File: src/rtl/cpu_pkg.sv
// rtl/cpu_pkg.sv - shared fetch-stage encodings and reset PC default
package cpu_pkg;

  localparam logic [31:0] RESET_PC_DEFAULT = 32'h0040_0000;

  typedef enum logic [1:0] {
    PC_SEQ = 2'b00,
    PC_BR  = 2'b01,
    PC_J   = 2'b10,
    PC_JR  = 2'b11
  } pc_sel_e;

  typedef enum logic [1:0] {
    IDLE = 2'b00,
    REQ  = 2'b01,
    HOLD = 2'b10
  } fetch_state_e;

endpackage

File: src/rtl/npc_select.sv
// rtl/npc_select.sv - next-PC mux with branch adder and jr alignment check
module npc_select
  import cpu_pkg::*;
(
  input  logic [1:0]  pc_sel,
  input  logic [31:0] pc_plus4,
  input  logic [15:0] branch_imm,
  input  logic [31:0] jump_target,
  input  logic [31:0] rs_data,
  output logic [31:0] next_pc,
  output logic        jr_misalign
);

  logic [31:0] br_offset;

  // Word offset becomes a byte offset; sign bit fills the upper 14 bits.
  assign br_offset = {{14{branch_imm[15]}}, branch_imm, 2'b00};

  always_comb begin
    next_pc = pc_plus4;
    case (pc_sel)
      PC_SEQ:  next_pc = pc_plus4;
      PC_BR:   next_pc = pc_plus4 + br_offset;
      PC_J:    next_pc = jump_target;
      PC_JR:   next_pc = {rs_data[31:2], 2'b00};
      default: next_pc = pc_plus4;
    endcase
  end

  assign jr_misalign = (pc_sel == PC_JR) && (rs_data[1:0] != 2'b00);

endmodule

File: src/rtl/pc_fetch_unit.sv
// rtl/pc_fetch_unit.sv - program counter, req/ack fetch FSM and held instruction
module pc_fetch_unit
  import cpu_pkg::*;
#(
  parameter logic [31:0] RESET_PC = RESET_PC_DEFAULT
) (
  input  logic        clk,
  input  logic        rst_n,
  input  logic [1:0]  pc_sel,
  input  logic [15:0] branch_imm,
  input  logic [31:0] jump_target,
  input  logic [31:0] rs_data,
  input  logic        stall,
  input  logic        imem_ack,
  input  logic [31:0] imem_rdata,
  output logic        imem_req,
  output logic [31:0] imem_addr,
  output logic        inst_valid,
  output logic [31:0] inst,
  output logic [31:0] inst_pc,
  output logic [31:0] pc_plus4,
  output logic [3:0]  pc31_28,
  output logic        jr_misalign
);

  fetch_state_e state, state_next;
  logic [31:0]  pc;
  logic [31:0]  pc_inc;
  logic [31:0]  next_pc;
  logic         npc_misalign;
  logic         fetch_done;
  logic         consume;

  npc_select u_npc_select (
    .pc_sel      (pc_sel),
    .pc_plus4    (pc_plus4),
    .branch_imm  (branch_imm),
    .jump_target (jump_target),
    .rs_data     (rs_data),
    .next_pc     (next_pc),
    .jr_misalign (npc_misalign)
  );

  always_ff @(posedge clk or negedge rst_n) begin
    if (!rst_n) state <= IDLE;
    else        state <= state_next;
  end

  always_comb begin
    state_next = state;
    imem_req   = 1'b0;
    inst_valid = 1'b0;
    fetch_done = 1'b0;
    consume    = 1'b0;
    case (state)
      IDLE: state_next = REQ;
      REQ: begin
        imem_req = 1'b1;
        if (imem_ack) begin
          fetch_done = 1'b1;
          state_next = HOLD;
        end
      end
      HOLD: begin
        inst_valid = 1'b1;
        if (!stall) begin
          consume    = 1'b1;
          state_next = REQ;
        end
      end
      default: state_next = IDLE;
    endcase
  end

  assign pc_inc    = pc + 32'd4;
  assign imem_addr = pc;

  // pc_plus4 is registered alongside inst_pc so it only moves on a fetch.
  always_ff @(posedge clk or negedge rst_n) begin
    if (!rst_n) begin
      pc          <= RESET_PC;
      inst        <= '0;
      inst_pc     <= '0;
      pc_plus4    <= 32'd4;
      pc31_28     <= '0;
      jr_misalign <= 1'b0;
    end else begin
      jr_misalign <= consume & npc_misalign;
      if (fetch_done) begin
        inst     <= imem_rdata;
        inst_pc  <= pc;
        pc_plus4 <= pc_inc;
        pc31_28  <= pc_inc[31:28];
      end
      if (consume) pc <= next_pc;
    end
  end

endmodule

File: config.mk
export PLATFORM = sky130hd
export DESIGN_NAME = pc_fetch_unit
export DESIGN_NICKNAME = d
export VERILOG_FILES = /design/src/rtl/cpu_pkg.sv /design/src/rtl/npc_select.sv /design/src/rtl/pc_fetch_unit.sv
export SDC_FILE = /design/constraint.sdc
export NUM_CORES = 1
export LEC_CHECK = 0
export CELL_PAD_IN_SITES_DETAIL_PLACEMENT = 0
export CELL_PAD_IN_SITES_GLOBAL_PLACEMENT = 1
export CORE_MARGIN = 10
export CORE_UTILIZATION = 34
export CTS_CLUSTER_DIAMETER = 30
export DETAILED_ROUTE_END_ITERATION = 10
export GPL_TIMING_DRIVEN = 0
export PLACE_DENSITY_LB_ADDON = 0.1
export SYNTH_ARGS = -nofsm -noshare
export SYNTH_HDL_FRONTEND = slang
export SYNTH_SLANG_ARGS = --single-unit
File: constraint.sdc
create_clock -name clk -period 3.05 [get_ports clk]
set_input_delay 0.61 -clock clk [delete_from_list [all_inputs] [get_ports clk]]
set_output_delay 0.61 -clock clk [all_outputs]
set_load 0.02 [all_outputs]
==> reports/results.tsv <==
stage	metric	value	unit
route	wl	30400	um
synthesis	ys_top_cells_by_area	dfrtp_1, nand2_1, ha_1, mux4_2, xor2_1	
placed_design	io_buffer_count	252	
placed_design	placedInstanceArea	10600	um2
route	num_vias	7395	
timing	tightest_slew	0.883	ns
critical_path	crit_chain	clkdlybuf4s50_1 > ha_1 > inv_1 > fa_2 > nor2b_4 > o31a_4 > o2111ai_4 > o21ai_4 > a41oi_4 > xor2_1 > o211ai_1 > a22o_1	
timing	post-route-min-period	2.89	ns
synthesis	synthCells	898	
timing	hold_viol	0	
worst_hold_path	hold_class	input pin to async pin	
power	leakage	4.89	nW
timing	finalWorstSetupSlack	0.161	ns
cts	root_buffer	clkbuf_16	
global_route	grt_pass1_vias	7489	
synthesis	synth_area_per_cell	8.59	um2
finish	diodes	0	
cts	path_clk_slew	0.06	ns
critical_path	max_stage_delay	0.46	ns
cts	clk_latency	0.42	ns
critical_path	reg2reg_slack	0.22	ns
placed_design	place_congestion	0.870	
placed_design	preCtsSetupSlack	-0.799	ns
synthesis	synth_nets	1047	
timing	max_slew_margin	0.411	
timing	fmax	0.346	GHz
power	p_switching	5.42	mW
run_status	status	finished clean	
route	drtIter0Drc	378	
timing	drv_slew	0	
power	pwr-share-comb	0.552	
route	post_drt_wl_per_cell	20.7	um
finish	drive_gt1_frac	0.0777	
finish	fin_area	11200	um2
cts	numCtsBuffers	17	
finish	nFillCells	2184	
timing	skew	0.00655	ns
global_route	grt_pass1_wl	45800	um
die	start_util	0.343	
global_route	grt_max_degree	78	
critical_path	worstPathRequired	3.41	ns
critical_path	slowest_stage	clkdlybuf4s50_1	
die	die_x	171	um
power	p_int	6.65	mW
die	die_area	29100	um2
synthesis	ys_async_sr_fraction	1.00	
cts	h-tree-depth	4	
timing	finalSetupTns	0	ns
global_route	grt.overflow.total	0	
synthesis	synth-warning-count	0	
synthesis	synthesis.area	7710	um2
flow_run	max-cap-violations	0	
power	ir_drop	0.000444	V
timing	setup_viol	0	
cts	cts.sinks	129	
die	chipHeight	171	um
die	num_rows	55	
die	io_pins	253	
critical_path	cp.arrival	3.25	ns
finish	final_common_cell	nand2_1	
route	dr.pass1.iters	5	
power	p_seq_frac	0.288	
route	post-route-drc-count	0	
synthesis	ys_dominant_reg_cell	dfrtp_1	
critical_path	crit_fanout	4	
global_route	antenna_found_initial	0	
timing	period_share	0.947	
finish	final_cell_mix	nand2_1, clkdlybuf4s50_1, dfrtp_1	
finish	nNetsFinal	1320	
placed_design	dp_hpwl	24100	um
cts	tritoncts	done	
synthesis	synth_seq_cells	129	
synthesis	synth_cell_types	66	
critical_path	start_kind	input pin	
synthesis	synth-edff-count	0	
power	p_per_area	1080	nW/um2
route	drt-vias-per-instance	5.03	
global_route	track_usage	0.206	
finish	syn_to_final_growth	45.2	%
synthesis	seq_area_frac_synth	0.419	
critical_path	crit_path_end_kind	flip-flop	
synthesis	synth_top_cell_by_area	dfrtp_1	
power	switching_share	0.449	
finish	multi_input_comb_area	4190	um2
route	ant_nets	0	
finish	ff_latch_area	3230	um2
timing	rsz0062_at_grt	false	
die	coreArea	22500	um2
synthesis	yosysTopAreaCellShare	0.412	
power	clkPwrFrac	0.160	
cts	cts_max_path_buffers	2	
critical_path	critical_path_class	input pin to flip-flop	
-- cells in the mapped netlist (all sizes together), types with 4 or more instances --
cell    instances
inv            17
clkbuf         34
mux4           11
buf            22
a21o            7
nand3          24
dfrtp         127
nand4           8
nor2b           7
a31oi           5
o21a            6
mux2i           9
o21ai          62
mux2           11
xnor2          24
nor3           11
a21oi          38
ha             30
o22ai          16
and2            7
nor2           43
and3            4
xor2           27
a221oi          9
o211ai          8
nand2         294
-- worst paths after layout --
| check | end | cells past startpoint | startpoint |
|---|---|---|---|
| max | imem_addr[22] | 12 | branch_imm[0] |
| min | inst_pc[10] | 1 | rst_n |
| max reg2reg | imem_addr[22] | 11 | pc_plus4[2] |
| min reg2reg | inst[13] | 2 | inst[13] |
| max in group asynchronous | imem_addr[22] | 2 | rst_n |
| min in group clk | inst[13] | 2 | inst[13] |
-- final cells by class --
| class | count | area share |
|---|---|---|
| Sequential cell | 129 | 0.288 |
| Inverter | 17 | 0.00569 |
| Clock buffer | 22 | 0.0423 |
| Tap cell | 285 | 0.0318 |
| Buffer | 56 | 0.0228 |
| Multi-Input combinational cell | 696 | 0.374 |
| Clock inverter | 10 | 0.00759 |
| Timing Repair Buffer | 254 | 0.228 |
-- worst max-delay path, delay by kind of cell --
family | cells | cell delay (ns)
AO/OA/AOI/OAI | 6 | 1.24
adder cells (fa/ha/maj) | 2 | 0.55
buffers and inverters | 2 | 0.52
XOR/XNOR | 1 | 0.18
AND/OR/NAND/NOR | 1 | 0.13
-- state kept, by name, summed over array words and instances (netlist names) --
| name | flops |
|---|---|
| jr_misalign | 1 |
| inst | 32 |
| inst_pc | 32 |
| pc_plus4 | 30 |
| imem_addr | 32 |
| state | 2 |
-- metrics by stage --
step	total power [mW]	instances	utilization	hold WS (ns)
3_3_place_gp	10.1	1435	0.471	0.456
5_1_grt	12.9	1469	0.498	0.190
6_report	12.1	1469	0.498	0.154
3_5_place_dp	10.2	1436	0.472	0.461
4_1_cts	12.1	1468	0.497	0.166
2_1_floorplan	7.04	898	-	0.314
-- power groups by stage --
stage          logic (mW)  registers [mW]  clock network [mW]
3_5_place_dp         6.67            3.51                   0
2_1_floorplan        2.95            4.09                   0
6_report             6.66            3.48                1.93
5_1_grt              7.26            3.61                2.04
4_1_cts              6.69            3.49                1.97
3_3_place_gp         6.65            3.49                   0
-- routing by layer --
metal,vias to the layer above,global-route usage,share of wire
li1,3631,-,-
met1,3536,0.274,0.46
met2,210,0.334,0.47
met3,18,0.0470,0.066
met4,0,0.0465,0.011
met5,-,0,0
-- logic make-up after synthesis --
kind of cell,Yosys count,synth area share
mux,31,0.0598
compound gates,179,0.155
fa+ha+maj,31,0.0512
xor+xnor,51,0.0579
flops,129,0.419
simple gates,404,0.216
buf+inv,73,0.0414
-- repair_timing --
item | 4_1_cts | 5_1_grt
hold buffers | 0 | 0
setup buffers | 0 | 1
resized for setup | 1 | 5
pin swaps | 0 | 2
endpoints found under the setup margin | 9 | 8
(Power assumes the default switching activity.)
==> RTL change (same flow settings) <==
Encoding of `fetch_state_e`: now one-hot (3 bits for 3 states).
--- a/src/rtl/cpu_pkg.sv
+++ b/src/rtl/cpu_pkg.sv
@@ -10,10 +10,10 @@
     PC_JR  = 2'b11
   } pc_sel_e;
 
-  typedef enum logic [1:0] {
-    IDLE = 2'b00,
-    REQ  = 2'b01,
-    HOLD = 2'b10
+  typedef enum logic [2:0] {
+    IDLE = 3'b001,
+    REQ  = 3'b010,
+    HOLD = 3'b100
   } fetch_state_e;
 
 endpackage
Check against the original RTL: same outputs for any inputs over 10 cycles, from zero or initial values and one cycle with rst_n low; not proved beyond that.
==> RTL change against the unedited design <==
Area after synthesis fell by 0.84%. Setup slack got worse by 83 ps. Largest cell class unchanged. Largest power group unchanged. Critical path type unchanged. Power rose by 4.5%. Utilization rose by 1.3 points. Sequential cell count rose by 1. Cell area barely moved. Combinational power rose by 5.6%. Wire length fell by 3.2%. Cell count fell by 9.8%. Hold slack got worse by 3.8 ps. Global-route usage fell by 0.60 points. Fmax fell by 2.8%.
==> RTL change: results (changes against the unedited design) <==
Status
Outcome: finished clean (unchanged).

Route
The total number of vias is 7,005 (was 7,395). The met3 layer wire length in the routed design is 2120 µm (was 2000 µm). The violation count after the first detailed-routing iteration was 413 (was 378). The wire length per cell was 22.2 µm (was 20.7 µm).

Global routing
The first-pass GRT wire length is 44,400 µm (was 45,800 µm). The global routing usage on met3 is 0.0615 (was 0.0470). The global routing met1 resource utilization was 0.235 (was 0.274). The via count of the first global-routing pass is 7,302 (was 7,489).

Synthesis
Top area cells in the synthesized netlist: dfrtp_1 (42%), mux2_2 (11%), ha_1 (4.9%), a21oi_1 (4.1%), xor2_1 (3.9%) (was dfrtp_1 (41%), nand2_1 (14%), ha_1 (4.9%), mux4_2 (3.2%), xor2_1 (3.1%)). The number of distinct library cell variants in the gate-level netlist after synthesis is 62 (was 66). The share of the synthesized area in compound gates (AO/OA/AOI/OAI) is 0.145 (was 0.155). The fraction of synthesized area in multiplexers was 0.151 (was 0.0598). The area share of fa/ha/maj cells after synthesis is 0.0517 (was 0.0512). Ranking of synthesized cells by instance count: dfrtp_1 (127), nand2_1 (77), mux2_2 (75), nor2_1 (75), a21oi_1 (62) (was nand2_1 (294), dfrtp_1 (127), nor2_1 (42), a21oi_1 (36), o21ai_1 (36)). The average cell area after synthesis was 10.1 µm² (was 8.59 µm²).

The total nets after synthesis was 907 (was 1,047).

Finish
The fraction of layout instances using a drive strength above 1 is 0.151 (was 0.0777). The number of nets in the layout is 1,182 (was 1,320). The non-clock buffer instance count of the final layout is 304 (was 310). The cell area after layout came to 11,200 µm² (about the same).

The layout clock buffer count came to 20 (was 22). The clock-cell share of area is 0.0508 (was 0.0499).

Pwr
The leakage power of the design is 4.59 nW (was 4.89 nW). The highest ir drop seen on vdd is 0.000556 V (was 0.000444 V).

Worst setup path
The highest fanout seen on the critical path is 3 (was 4). The data arrival time of the critical path came to 3270 ps (was 3250 ps).

Placement
The port buffer count was 251 (was 252). The placed wire-length estimate is 23,100 µm (was 24,100 µm). The placement-stage worst setup slack is -610 ps (was -799 ps).

STA
The slew at the pin closest to its max-slew limit came to 799 ps (was 883 ps). The worst clock skew on the final layout is 5.31 ps (was 6.55 ps).

Floorplanning
The row count was 54 (was 55).
## RTL change: final timing paths
path                                     from  slack (ps)       endpoint
worst max-delay path            branch_imm[0]          80  imem_addr[26]
worst min-delay path                    rst_n         150   imem_addr[6]
worst max register to register    pc_plus4[2]         180  imem_addr[26]
worst min register to register    inst_pc[12]         500    inst_pc[12]
max in group asynchronous               rst_n        2110       state[0]
min in group clk                  inst_pc[12]         500    inst_pc[12]
## RTL change: what timing repair did
action / 4_1_cts / 5_1_grt
setup buffers: 0 / 4
setup endpoints to repair: 5 / 10
pin swaps: 1 / 6
gates resized for setup: 5 / 11
## RTL change: where the power goes
group          internal (mW)  leakage [nW]  switching (mW)  total [mW]
clock network           1.23         0.277           0.756        1.99
logic                   3.35          2.74            3.68        7.03
registers               2.58          1.57            1.03        3.61
total                   7.16          4.59            5.46        12.6
